**src/rtl/bit_unshift.sv**
```systemverilog
// bit_unshift: pipelined, runtime-programmable inverse of bit_shift.
//
// Moves a word opposite to a bit_shift instance built with the same
// SHIFT_DIRECTION/WRAP. One barrel stage per shift_amt bit; stage k moves
// by 2^k positions when its control bit is set. Valid, remaining control
// bits and (optionally) a discard bit travel alongside the word.
//
// Optional feature: define BIT_UNSHIFT_LOST_EN to build per-stage discard
// tracking and the sticky `lost` flag with its `clr_lost` clear. Without it
// `lost` is tied low and `clr_lost` is ignored; the port list is unchanged.
module bit_unshift #(
  parameter int DATA_WIDTH      = 8,
  parameter int SHIFT_WIDTH     = 3,
  parameter int SHIFT_DIRECTION = 0,
  parameter int WRAP            = 0,
  parameter int ARITHMETIC      = 0
) (
  input  logic                   clk,
  input  logic                   rst_n,
  input  logic                   in_valid,
  input  logic [DATA_WIDTH-1:0]  data_in,
  input  logic [SHIFT_WIDTH-1:0] shift_amt,
  input  logic                   clr_lost,
  output logic                   out_valid,
  output logic [DATA_WIDTH-1:0]  data_out,
  output logic                   lost
);

  // ---------------------------------------------------------------------
  // Elaboration-time parameter checks
  // ---------------------------------------------------------------------
  if (SHIFT_WIDTH < 1) begin : g_bad_shift_width
    $error("bit_unshift: SHIFT_WIDTH must be at least 1");
  end
  if (DATA_WIDTH < 1) begin : g_bad_data_width
    $error("bit_unshift: DATA_WIDTH must be at least 1");
  end
  if (SHIFT_DIRECTION != 0 && SHIFT_DIRECTION != 1) begin : g_bad_direction
    $error("bit_unshift: SHIFT_DIRECTION must be 0 or 1");
  end
  if (WRAP != 0 && WRAP != 1) begin : g_bad_wrap
    $error("bit_unshift: WRAP must be 0 or 1");
  end

  // Undoing a forward shift of direction 0 means moving right here.
  localparam bit SHIFT_RIGHT = (SHIFT_DIRECTION == 0);
  localparam bit ROTATE      = (WRAP != 0);
  // Sign fill only makes sense for a non-rotating right shift.
  localparam bit ARITH_FILL  = (ARITHMETIC != 0) && !ROTATE && SHIFT_RIGHT;
  localparam logic [DATA_WIDTH-1:0] ONES = '1;

  // 2^k mod m without overflowing for large k (rotation distance of stage k).
  function automatic int pow2_mod(input int k, input int m);
    int r;
    r = 1 % m;
    for (int i = 0; i < k; i++) begin
      r = (r * 2) % m;
    end
    return r;
  endfunction

  // Stage distance for fill shifts; anything >= DATA_WIDTH empties the word.
  function automatic int clamp_step(input int k);
    if (k >= 30) begin
      return DATA_WIDTH;
    end
    if ((1 << k) >= DATA_WIDTH) begin
      return DATA_WIDTH;
    end
    return (1 << k);
  endfunction

  // Move a word by `step` positions in the configured direction.
  // Rotation callers pass step < DATA_WIDTH; fill callers pass step <= DATA_WIDTH.
  function automatic logic [DATA_WIDTH-1:0] move_word(
    input logic [DATA_WIDTH-1:0] w,
    input int                    step
  );
    logic [DATA_WIDTH-1:0] r;
    logic                  fill;
    fill = ARITH_FILL ? w[DATA_WIDTH-1] : 1'b0;
    if (ROTATE) begin
      if (SHIFT_RIGHT) begin
        r = (w >> step) | (w << (DATA_WIDTH - step));
      end else begin
        r = (w << step) | (w >> (DATA_WIDTH - step));
      end
    end else begin
      if (SHIFT_RIGHT) begin
        r = (w >> step) | (fill ? ~(ONES >> step) : '0);
      end else begin
        r = w << step;
      end
    end
    return r;
  endfunction

  // OR of the bits that a fill shift of `step` pushes off the edge.
  function automatic logic dropped_bits(
    input logic [DATA_WIDTH-1:0] w,
    input int                    step
  );
    logic [DATA_WIDTH-1:0] mask;
    if (SHIFT_RIGHT) begin
      mask = ~(ONES << step);
    end else begin
      mask = ~(ONES >> step);
    end
    return |(w & mask);
  endfunction

  // ---------------------------------------------------------------------
  // Barrel stages
  // ---------------------------------------------------------------------
  genvar gi;
  for (gi = 0; gi < SHIFT_WIDTH; gi++) begin : g_stage
    // Control bits still needed by the stages after this one.
    localparam int REM  = SHIFT_WIDTH - 1 - gi;
    localparam int STEP = ROTATE ? pow2_mod(gi, DATA_WIDTH) : clamp_step(gi);

    logic [DATA_WIDTH-1:0]    word_in;
    logic [SHIFT_WIDTH-gi-1:0] amt_in;   // bit 0 controls this stage
    logic                      valid_in;
    logic [DATA_WIDTH-1:0]    word_next;
    logic [DATA_WIDTH-1:0]    word_reg;
    logic                      valid_reg;

    if (gi == 0) begin : g_src
      assign word_in  = data_in;
      assign amt_in   = shift_amt;
      assign valid_in = in_valid;
    end else begin : g_src
      assign word_in  = g_stage[gi-1].word_reg;
      assign amt_in   = g_stage[gi-1].g_rem.amt_reg;
      assign valid_in = g_stage[gi-1].valid_reg;
    end

    assign word_next = amt_in[0] ? move_word(word_in, STEP) : word_in;

    // Word and valid advance every cycle; bubbles travel as valid=0.
    always_ff @(posedge clk or negedge rst_n) begin
      if (!rst_n) begin
        word_reg  <= '0;
        valid_reg <= 1'b0;
      end else begin
        word_reg  <= word_next;
        valid_reg <= valid_in;
      end
    end

    if (REM > 0) begin : g_rem
      logic [REM-1:0] amt_reg;
      // Drop the consumed control bit and hand the rest to the next stage.
      always_ff @(posedge clk or negedge rst_n) begin
        if (!rst_n) begin
          amt_reg <= '0;
        end else begin
          amt_reg <= amt_in[REM:1];
        end
      end
    end

`ifdef BIT_UNSHIFT_LOST_EN
    logic disc_in;
    logic disc_step;
    logic disc_reg;

    if (gi == 0) begin : g_disc_src
      assign disc_in = 1'b0;
    end else begin : g_disc_src
      assign disc_in = g_stage[gi-1].disc_reg;
    end

    // Rotation never loses bits; fill shifts lose whatever falls off the edge.
    assign disc_step = !ROTATE && amt_in[0] && dropped_bits(word_in, STEP);

    // Accumulate the discard indication alongside the word.
    always_ff @(posedge clk or negedge rst_n) begin
      if (!rst_n) begin
        disc_reg <= 1'b0;
      end else begin
        disc_reg <= disc_in | disc_step;
      end
    end
`endif
  end

  assign out_valid = g_stage[SHIFT_WIDTH-1].valid_reg;
  assign data_out  = g_stage[SHIFT_WIDTH-1].word_reg;

  // ---------------------------------------------------------------------
  // Sticky lost flag
  // ---------------------------------------------------------------------
`ifdef BIT_UNSHIFT_LOST_EN
  logic lost_reg;

  // Set on a valid output that carried discarded bits; a set beats a clear.
  always_ff @(posedge clk or negedge rst_n) begin
    if (!rst_n) begin
      lost_reg <= 1'b0;
    end else if (out_valid && g_stage[SHIFT_WIDTH-1].disc_reg) begin
      lost_reg <= 1'b1;
    end else if (clr_lost) begin
      lost_reg <= 1'b0;
    end
  end

  assign lost = lost_reg;
`else
  logic unused_clr_lost;

  assign unused_clr_lost = clr_lost;
  assign lost            = 1'b0;
`endif

endmodule
```
**config.mk**
```make
export PLATFORM = sky130hd
export DESIGN_NAME = bit_unshift
export DESIGN_NICKNAME = d
export VERILOG_FILES = /design/src/rtl/bit_unshift.sv
export SDC_FILE = /design/constraint.sdc
export NUM_CORES = 1
export LEC_CHECK = 0
export ABC_AREA = 1
export CORE_MARGIN = 4
export CORE_UTILIZATION = 53
export DETAILED_ROUTE_END_ITERATION = 8
export DONT_BUFFER_PORTS = 1
export HOLD_SLACK_MARGIN = 0.06
export PLACE_DENSITY = 0.71
export SLEW_MARGIN = 20
export SYNTH_ARGS = -nofsm -noshare
export SYNTH_HDL_FRONTEND = slang
export SYNTH_SLANG_ARGS = --single-unit
export TNS_END_PERCENT = 1
```
**constraint.sdc**
```tcl
create_clock -name clk -period 0.8 [get_ports clk]
set_clock_uncertainty 0.1 [all_clocks]
set_input_delay 0.16 -clock clk [delete_from_list [all_inputs] [get_ports clk]]
set_output_delay 0.16 -clock clk [all_outputs]
set_load 0.01 [all_outputs]
```
==> results by group <==
Timing
  • Setup total negative slack: -1820 ps
  • Hold WS: -565 ps
  • Setup violators final: 19
  • Unrepaired setup endpoints after global routing: yes
  • Peak Freq: 1020 MHz
  • Final hold vios: 30
  • Min cycle time layout: 979 ps
  • Slew Limit Fails: 0
  • Final Cycle Share: 122%
  • Setup ws final: -179 ps

Routing
  • TritonRoute pass-1 iters: 4
  • # DRC: 0
  • Vias: 674
  • Vias per cell: 4.62
  • DR WL/cell: 10.6 um
  • Initial DRC count: 11
  • Final ANT Viol Nets: 0
  • Drt total wl: 1550 um

CTS
  • Setup Fix Bufs, Post-CTS: 0
  • Clk Latency, worst-skew pair: 310 ps
  • Max H-tree Level: 2
  • Worst-path clk slew: 80 ps
  • Post-CTS Hold Buffers: 15
  • TritonCTS clock tree: yes
  • Root Buffer: clkbuf_4
  • CTS max path bufs: 2
  • Number of CTS-inserted buffers: 5
  • Sinks on Clock Net: 30

Placement
  • DP Worst Slack: -141 ps
  • Port-buffer cells: 0
  • Placed inst area: 1050 sq um
  • # placed instances: 124
  • DP HPWL: 890 um
  • Gpl congestion: 0.675

Die
  • Starting density of the core: 58.4%
  • Die span in y: 52.8 um
  • Die Wd: 52.8 um
  • I/O Pins: 25
  • Die area: 2790 sq um
  • Core Area: 1820 sq um
  • Row count: 15

Logic synthesis
  • Async SR Flop Fraction: 100%
  • Most common flop cell mapped by yosys: dfrtp_1
  • Synth cell count leaders: nand2_1, dfrtp_1, inv_1, nor2_1, buf_6
  • Area leader, netlist: dfrtp_1
  • Synth top area share: 70.6%
  • Synth area leaders: dfrtp_1, nand2_1, buf_6, inv_1, nor2_1
  • Number of distinct library cells after synthesis: 10
  • Most numerous cell in the Yosys netlist: nand2_1
  • Post-synth EDFFs: 0
  • Yosys warns: 0
  • Cells after Synth: 103
  • Mean Syn Cell Area: 10.3 sq um
  • Netlist Area Pre-Place: 1060 sq um
  • Seq/Total Area, Yosys: 70.6%
  • Syn nets: 118
  • Yosys reg bits: 30

Final layout
  • Layout cells sized above 1: 8.26%
  • N_diodes: 0
  • Area Growth Syn to Fin: 18.1%
  • Layout Nets: 136
  • Post-Layout Cell Count: 146
  • Design area: 1260 sq um
  • Fill cells: 138
  • Max reg flops: 16

Job
  • Maxcap violations: 0

Pwr
  • Cell Pwr Density: 2080 nW/um^2
  • Pleak: 0.679 nW
  • Peak supply drop: 1.50 mV

Worst setup path
  • CP startpoint kind: flop
  • Crit Path Max Fanout: 1
  • Req. time, crit path: 540 ps
  • CP endpoint kind: output pin
  • Critical Path AT: 720 ps
  • Crit Path Category: flop to output pin

Global route
  • Number of antenna violations at the first check in global routing: 0
  • All-layer global routing usage: 15.0%
  • First-pass GRT wire length: 2640 um
  • Total grt overflow: 0
  • Pin count of the biggest net entering global routing: 31
  • Number of global-route vias before repair: 661

Status
  • Status: finished with violations
  • Failing checks: negative hold slack, negative setup slack

Min path
  • Min-delay worst type: primary input to asynchronous set/reset pin
## cell type report
class | instances | area (sq um) | area share (%)
sequential | 30 | 753 | 60.0
multi-input combinational | 59 | 221 | 17.6
timing repair buffer | 15 | 155 | 12.4
inverter | 10 | 50.0 | 3.98
clock buffer | 7 | 45.0 | 3.59
tap | 25 | 31.3 | 2.49
## metal layers
layer	wire length [um]	vias to the layer above	part of all wire, %	GRT usage, %
li1	-	332	-	-
met1	483	304	31	11.3
met2	857	32	55	27.5
met3	157	6	10	9.40
met4	48	0	3.1	8.94
met5	0	-	0	0
## cell usage in the layout (no fill, tap or decap)
cell type,instances
clkbuf_1,2
clkbuf_4,5
conb_1,1
dfrtp_1,28
dfrtp_2,2
dlygate4sd3_1,13
dlymetal6s4s_1,2
inv_1,7
inv_2,1
inv_6,1
inv_8,1
nand2_1,51
nor2_1,7
## through the flow
step	utilization, %	power [W]
global placement	57.9	0.00182
detailed placement	57.9	0.00183
global route	69.0	0.00278
finish	69.0	0.00262
floorplan	-	0.00183
CTS	68.7	0.00266
## logic make-up after synthesis
logic type	Yosys count	share of synthesized area, %
buffers and inverters	14	8.59
flip-flops	30	70.6
other	1	0.353
AND/OR/NAND/NOR	58	20.5
## power breakdown
part / leakage (nW) / switching [W] / total [W] / internal [W]
Clock: 0.0254 / 0.000420 / 0.000750 / 0.000330
Sequential: 0.369 / 0.0000670 / 0.00169 / 0.00162
Combinational: 0.285 / 0.0000824 / 0.000177 / 0.0000949
## timing repair
action | in CTS | in global routing
gates cloned | 0 | 0
endpoints found under the setup margin | 24 | 26
pin swaps | 0 | 0
resized for setup | 2 | 2
endpoints found under the hold margin | 41 | 30
## path summary, 6_finish.rpt
kind                                                             from                                     to  slack, ps  depth (start not counted)
worst max-delay path                            data_out[2]$_DFF_PN0_                            data_out[2]       -180                          0
worst min-delay path                                            rst_n                  data_out[5]$_DFF_PN0_       -560                          0
worst max register to register  g_stage[0].g_rem.amt_reg[0]$_DFF_PN0_       g_stage[1].word_reg[4]$_DFF_PN0_        -50                          2
worst min register to register  g_stage[0].g_rem.amt_reg[1]$_DFF_PN0_     g_stage[1].g_rem.amt_reg$_DFF_PN0_        250                          0
max in group asynchronous                                       rst_n  g_stage[0].g_rem.amt_reg[0]$_DFF_PN0_       1070                          0
min in group clk                                         shift_amt[0]       g_stage[0].word_reg[0]$_DFF_PN0_        190                          3
Note: power is estimated with default switching activity, not from simulation.
